--- src/rtl/regfile_onehot_wr_pkg.sv ---
// Shared types and the one-hot helper used by the write decoder and by
// reference models.
package regfile_pkg;

  localparam int AW_DEF = 5;
  localparam int DW_DEF = 32;
  localparam int MAX_AW = 8;
  localparam int MAX_N  = 2 ** MAX_AW;

  typedef logic [AW_DEF-1:0] addr_t;
  typedef logic [DW_DEF-1:0] data_t;

  // Callers narrower than MAX_AW zero-extend the address and truncate the result.
  function automatic logic [MAX_N-1:0] onehot(input logic [MAX_AW-1:0] addr);
    logic [MAX_N-1:0] r;
    r       = {MAX_N{1'b0}};
    r[addr] = 1'b1;
    return r;
  endfunction

endpackage

--- src/rtl/regfile_onehot_wr_decoder.sv ---
// Parametrised AW-to-2**AW one-hot decoder with enable, purely combinational.
module decoder_n
  import regfile_pkg::*;
#(
  parameter int AW = AW_DEF
) (
  input  logic              en,
  input  logic [AW-1:0]     addr,
  output logic [2**AW-1:0]  sel
);

  localparam int N = 2 ** AW;

  // Decode the address into a single row select when enabled.
  always_comb begin
    sel = {N{1'b0}};
    if (en) begin
      sel = N'(onehot(MAX_AW'(addr)));
    end else begin
      sel = {N{1'b0}};
    end
  end

endmodule

--- src/rtl/regfile_onehot_wr.sv ---
// 2**AW x DW register bank: one one-hot decoded write port, two registered
// read ports with optional same-edge write-through bypass and hardwired zero row.
module regfile_onehot_wr
  import regfile_pkg::*;
#(
  parameter int AW       = AW_DEF,
  parameter int DW       = DW_DEF,
  parameter int ZERO_REG = 1,
  parameter int BYPASS   = 1
) (
  input  logic              clk,
  input  logic              rst,
  input  logic              we,
  input  logic [AW-1:0]     waddr,
  input  logic [DW-1:0]     wdata,
  input  logic              re,
  input  logic [AW-1:0]     raddr_a,
  input  logic [AW-1:0]     raddr_b,
  output logic [DW-1:0]     rdata_a,
  output logic [DW-1:0]     rdata_b,
  output logic [2**AW-1:0]  wsel
);

  localparam int NREGS = 2 ** AW;

  logic [NREGS-1:0]         dec_sel_s;
  logic [NREGS-1:0][DW-1:0] rows_s;
  logic [DW-1:0]            rdata_a_d, rdata_a_q;
  logic [DW-1:0]            rdata_b_d, rdata_b_q;

  decoder_n #(.AW(AW)) u_dec (
    .en   (we),
    .addr (waddr),
    .sel  (dec_sel_s)
  );

  // Row 0 never gets a write strobe when it is the hardwired zero register.
  always_comb begin
    wsel = dec_sel_s;
    if (ZERO_REG != 0) begin
      wsel[0] = 1'b0;
    end else begin
      wsel[0] = dec_sel_s[0];
    end
  end

  for (genvar i = 0; i < NREGS; i++) begin : g_row
    logic [DW-1:0] row_d, row_q;

    // Next row content: load wdata when this row is selected.
    always_comb begin
      if (wsel[i]) begin
        row_d = wdata;
      end else begin
        row_d = row_q;
      end
    end

    // Row storage; reset wins over any coincident write.
    always_ff @(posedge clk) begin
      if (rst) begin
        row_q <= {DW{1'b0}};
      end else begin
        row_q <= row_d;
      end
    end

    assign rows_s[i] = row_q;
  end

  // Zero row first, then same-edge forwarding, then stored (pre-write) content.
  function automatic logic [DW-1:0] read_value(
    input logic [AW-1:0] ra,
    input logic [DW-1:0] stored,
    input logic          w_en,
    input logic [AW-1:0] w_addr,
    input logic [DW-1:0] w_data
  );
    logic [DW-1:0] v;
    if ((ZERO_REG != 0) && (ra == {AW{1'b0}})) begin
      v = {DW{1'b0}};
    end else if ((BYPASS != 0) && w_en && (w_addr == ra)) begin
      v = w_data;
    end else begin
      v = stored;
    end
    return v;
  endfunction

  // Read muxes; outputs hold while re is low.
  always_comb begin
    rdata_a_d = rdata_a_q;
    rdata_b_d = rdata_b_q;
    if (re) begin
      rdata_a_d = read_value(raddr_a, rows_s[raddr_a], we, waddr, wdata);
      rdata_b_d = read_value(raddr_b, rows_s[raddr_b], we, waddr, wdata);
    end else begin
      rdata_a_d = rdata_a_q;
      rdata_b_d = rdata_b_q;
    end
  end

  // Registered read data.
  always_ff @(posedge clk) begin
    if (rst) begin
      rdata_a_q <= {DW{1'b0}};
      rdata_b_q <= {DW{1'b0}};
    end else begin
      rdata_a_q <= rdata_a_d;
      rdata_b_q <= rdata_b_d;
    end
  end

  assign rdata_a = rdata_a_q;
  assign rdata_b = rdata_b_q;

endmodule

--- config.mk ---
export PLATFORM = sky130hd
export DESIGN_NAME = regfile_onehot_wr
export DESIGN_NICKNAME = d
export VERILOG_FILES = /design/src/rtl/regfile_onehot_wr_pkg.sv /design/src/rtl/regfile_onehot_wr_decoder.sv /design/src/rtl/regfile_onehot_wr.sv
export SDC_FILE = /design/constraint.sdc
export NUM_CORES = 2
export LEC_CHECK = 0
export BUFFER_PORTS_ARGS = -buffer_cell sky130_fd_sc_hd__buf_2
export CORE_MARGIN = 2
export CORE_UTILIZATION = 30
export CTS_BUF_LIST = sky130_fd_sc_hd__clkbuf_4 sky130_fd_sc_hd__clkbuf_8 sky130_fd_sc_hd__clkbuf_16
export DETAILED_ROUTE_END_ITERATION = 8
export GPL_TIMING_DRIVEN = 0
export PLACE_DENSITY = 0.48
export SYNTH_ARGS = -nofsm -noshare
export SYNTH_HDL_FRONTEND = slang
export SYNTH_SLANG_ARGS = --single-unit
--- constraint.sdc ---
create_clock -name clk -period 4.5 [get_ports clk]
set_input_delay 0.225 -clock clk [delete_from_list [all_inputs] [get_ports clk]]
set_output_delay 0.225 -clock clk [all_outputs]
set_load 0.02 [all_outputs]
# [Yosys cells after proc, flatten, opt, wreduce, memory -nomap -nowiden]
# Cells that the tools add are included.
[word_totals] inputBits=51 register_bits=1056 elab_cells=55
[classes] reduce_logical=5 n_eq_ne=2 mux=11 magnitude_cmp=4
[ops] operator="$bmux 32 s5" n=2
[ops] operator="$mux 32" n=7
[ops] operator="$lt 5x6->1 const B" n=2
[ops] operator="$eq 5x5->1" n=2
[ops] operator="$logic_not 5->1" n=2
[ops] operator="$lt 5x9->1 const B" n=1
[ops] operator="$demux 1 s5" n=1
[ops] operator="$ge 5x1->1 const B" n=1
[ops] operator="$logic_and 1x1->1" n=3
[ops] operator="$mux 1" n=1

# [Longest topological paths before layout]
[depth] word_depth=5 depth_mapped=10 ltp_nobuf=6

# [Cells and area by module]
# Synthesis repeated with hierarchy kept, for this count alone.
[unflattened] hier_cells=4887 hier_area_um2=53241.1
[by_module_without_submodules] module="regfile_onehot_wr" instances=1 area_each_um2=53010.8 seq_area_each_um2=21140.3 cells_each=4840
[by_module_without_submodules] module="decoder_n" instances=1 area_each_um2=230.2 seq_area_each_um2=0.0 cells_each=47

# [Worst setup path after synthesis]
# OpenSTA, ideal clock, no wires.
[synth_timing] path_type="in2reg" from="in raddr_b[1]" to="reg rdata_b_q[31], in the netlist rdata_b[31]" stages=9 slack_ns=2.503 arrival_ns=1.864 setup_ns=0.133 path_buffers=4 cell_sequence="buf_2 -> buf_6 -> buf_2 -> clkbuf_1 -> mux4_2 -> a22oi_1 -> o31ai_1 -> a21oi_1 -> o22ai_1"
[synth_between] elab_chain_len=4 word_cells_on_any_way=7 cone_classes="eq/ne: 1; mux: 4; reduce/logical: 2"
[synth_lines] element="start: declaration" line="regfile_onehot_wr.sv:18" source="input logic [AW-1:0] raddr_b,"
[synth_lines] element="$bmux 32 s5 or $eq 5x5->1 (tied branches)" line="regfile_onehot_wr.sv:96, regfile_onehot_wr.sv:82"
[synth_lines] element="$mux 32 (implied by the code) or $logic_and 1x1->1 (tied branches)" line="regfile_onehot_wr.sv:96, regfile_onehot_wr.sv:82"
[synth_lines] element="$mux 32" line="regfile_onehot_wr.sv:82" source="end else if ((BYPASS != 0) && w_en && (w_addr == ra)) begin"
[synth_lines] element="$mux 32 *" line="regfile_onehot_wr.sv:80" source="if ((ZERO_REG != 0) && (ra == {AW{1'b0}})) begin"
[synth_lines] element="end signal: assignment" line="regfile_onehot_wr.sv:107" source="rdata_b_q <= {DW{1'b0}};"
[synth_lines] element="end signal: assignment" line="regfile_onehot_wr.sv:110" source="rdata_b_q <= rdata_b_d;"
[synth_lines] element="end: declaration" line="regfile_onehot_wr.sv:29" source="logic [DW-1:0] rdata_b_d, rdata_b_q;"
# Mark *: on every way between the ends. The rest lies on a longest branch, timed or not. The select of a mux whose other input is x is not followed.
# A chain may end at the register's enable or synchronous reset.

# [Final worst setup path]
[layout_timing] from="in waddr[0]" to="out wsel[13]"
[layout_between] elab_chain_len=5 word_cells_on_any_way=6 cone_classes="order compare: 2; mux: 3; reduce/logical: 1"
[layout_lines] element="start: declaration" line="regfile_onehot_wr.sv:14" source="input logic [AW-1:0] waddr,"
[layout_lines] element="$lt 5x9->1 (implied by the code) or $ge 5x1->1 (tied branches)" line="regfile_onehot_wr_pkg.sv:17" source="r[addr] = 1'b1;"
[layout_lines] element="$logic_and 1x1->1 (implied by the code)" line="regfile_onehot_wr_pkg.sv:17"
[layout_lines] element="$mux 1 (implied by the code)" line="regfile_onehot_wr_pkg.sv:17"
[layout_lines] element="$demux 1 s5 *"
[layout_lines] element="$mux 32 *" line="regfile_onehot_wr_decoder.sv:17" source="if (en) begin"
[layout_lines] element="end: declaration" line="regfile_onehot_wr.sv:21" source="output logic [2**AW-1:0] wsel"
# Mark *: on every way between the ends. The rest lies on a longest branch, timed or not.

==> metrics.cfg <==
[status]
run_status=complete, but fails checks
violations=max-capacitance violations, max-slew violations

[floorplanning]
core_area_mm2=0.176
die_h_um=424
rows=154
die_area_mm2=0.180
die_w_um=424
pin_count=147
start_util_pct=30.1

[global_route]
grt_pass1_vias=49400
grt_pass1_wl_um=451000
grt_usage_pct=37.1
grt_max_degree=17
grt.overflow.total=0
antenna_found_initial=37

[cts]
post_cts_buffers=0
cts_resized=0
ctsHoldBuffers=22
cts_tree=built
cts-htree-levels=4
root_buffer=clkbuf_16
cts_buffer_depth=3
clock-sinks=1056
path_clk_slew_ns=0.06
cts_buffers=132
clk_latency_ns=0.84

[power]
leakage_nw=20.3
powerDensity_mw_per_mm2=381
ir_worst_vdd_mv=0.435

[yosys]
syn_nets=6206
synth_cell_types=57
ys.flop_type=dfxtp_1
syn_inst=6155
synth-seq-area-share_pct=39.9
avgSynthCellArea_um2=8.61
synth-edff-count=0
async_flop_share_pct=0
ys_seq_elements=1056
synth_area_mm2=0.0530
synth.yosys.warnings=0

[sta]
slew_viol_final=106
hold_viol=0
setup_viol=0
layout_setup_ws_ns=0.330
fin_crit_ns=4.17
clock_skew_ns=0.0418
rsz0062_at_grt=no
slew_headroom_pct=-10.9
worst_pin_slew_ns=1.65
period_share_pct=92.7
final.setup.tns_ns=0
max_freq_mhz=240
holdWs_ns=0.0156

[placed_design]
dp_slack_ns=0.0210
placed_cells=8610
hpwl_um=259000
place.port_buffers=103
gp_congestion=1.08

[critical_path]
path_class=in -> out
required_ns=4.28
end_kind=output port
cp-start-kind=input pin
cp.arrival_ns=3.94
cp_max_fo=10

[detailed_routing]
finalWirelength_um=345000
num_vias=54700
drt-vias-per-instance=6.15
drt_iter0_drc=8314
post-route-drc-count=0
ant_nets=0
dr.pass1.iters=7
drt-wirelength-per-cell_um=38.8

[layout]
final_common_cell=nand2_1
final_cell_mix=nand2_1, dfxtp_1, a21oi_1, clkbuf_1, mux4_2
nFillCells=18600
syn_to_final_growth_pct=15.8
fin_util_pct=34.9
finalNetCount=6478
drive_gt1_share_pct=16.2
layoutNonFillerInstCount=8884

[run]
maxCapViolCount=11

[min_path]
holdCritPathClass=in -> reg

## layout make-up
| class | count | area, µm² | area share, % |
|---|---|---|---|
| clock buffers | 197 | 4070 | 6.63 |
| plain buffers | 654 | 2870 | 4.67 |
| flip-flops and latches | 1056 | 21100 | 34.5 |
| diodes | 21 | 52.6 | 0.0857 |
| clock inverters | 33 | 398 | 0.649 |
| multi-input cells | 4414 | 28900 | 47.2 |
| inverters | 31 | 116 | 0.190 |
| repair buffers | 138 | 838 | 1.37 |
| well taps | 2340 | 2930 | 4.77 |
## cells in the mapped netlist, types with 6 or more instances
master	instances	area, µm²
nand2_1	2057	7720
dfxtp_1	1056	21100
a21oi_1	1053	5270
clkbuf_1	397	1490
mux4_2	371	8360
mux2_2	139	1570
nor2b_1	109	682
buf_2	103	515
a22oi_1	96	721
mux2i_1	96	961
buf_1	85	319
a221oi_1	70	613
o22ai_1	63	394
nor2_1	35	131
a22o_1	33	289
o31ai_1	33	248
inv_1	31	116
nor3_1	30	150
clkbuf_2	26	130
a211oi_1	25	188
nor4_1	25	156
buf_4	24	180
nand3_1	24	120
a31oi_1	19	119
buf_6	17	191
a211o_1	13	114
a221o_1	13	130
and3_1	12	75.1
o221ai_1	11	96.3
xnor2_1	10	87.6
a2111oi_0	8	70.1
o21ai_0	8	40.0
and2_1	7	43.8
o31a_1	7	61.3
nand2b_1	6	37.5
nor3b_1	6	45.0
## worst paths after layout
path                                    startpoint                               to  slack [ns]  depth (start not counted)
hold / removal                            wdata[6]  g_row[31].row_q[6]$_SDFFE_PP0P_        0.02                          3
setup / recovery                          waddr[0]                         wsel[13]        0.33                          7
hold reg to reg    g_row[6].row_q[10]$_SDFFE_PP0P_  g_row[6].row_q[10]$_SDFFE_PP0P_        0.47                          2
setup reg to reg  g_row[18].row_q[10]$_SDFFE_PP0P_         rdata_b[10]$_SDFFE_PP0P_        1.67                          5
## kinds of logic (layout without fill, tap and decap cells)
logic type | count (synthesis) | in the layout | share of synthesized area [%]
mux | 610 | 610 | 20.7
simple gates | 2329 | 2329 | 17.6
compound gates | 1464 | 1464 | 16.0
flops | 1056 | 1056 | 39.9
xor+xnor | 10 | 10 | 0.165
buf+inv | 685 | 1053 | 5.62
other cells | 1 | 22 | 0.00708
## worst max-delay path, cell delays in order
cell	delay (ns)
buf_2	0.21
nand2_1	0.08
nor2_1	1.16
nand2_1	0.60
inv_1	0.42
buf_1	0.90
buf_2	0.32
## per-layer routing
layer / global-route usage (%) / part of all wire [%]
met2: 51.5 / 40
met3: 10.2 / 11
met1: 46.8 / 38
met4: 33.4 / 11
met5: 0 / 0.037
## power by group
part | internal (W) | switching, W | total (W)
logic | 0.000543 | 0.00200 | 0.00254
registers | 0.00944 | 0.000109 | 0.00955
clock network | 0.00660 | 0.00470 | 0.0113
## flip-flops by register name, indices dropped and copies added, names as in the netlist
register     flops
g_row.row_q    992
rdata_a         32
rdata_b         32
## metrics by stage
| step | total power (W) | cell area [µm²] |
|---|---|---|
| 2_1_floorplan | 0.0108 | 53000 |
| 3_3_place_gp | 0.0121 | 56400 |
| 3_5_place_dp | 0.0121 | 56600 |
| 4_1_cts | 0.0232 | 61300 |
| 5_1_grt | 0.0237 | 61300 |
| 6_report | 0.0234 | 61300 |
Note: power is estimated with default switching activity, not from simulation.
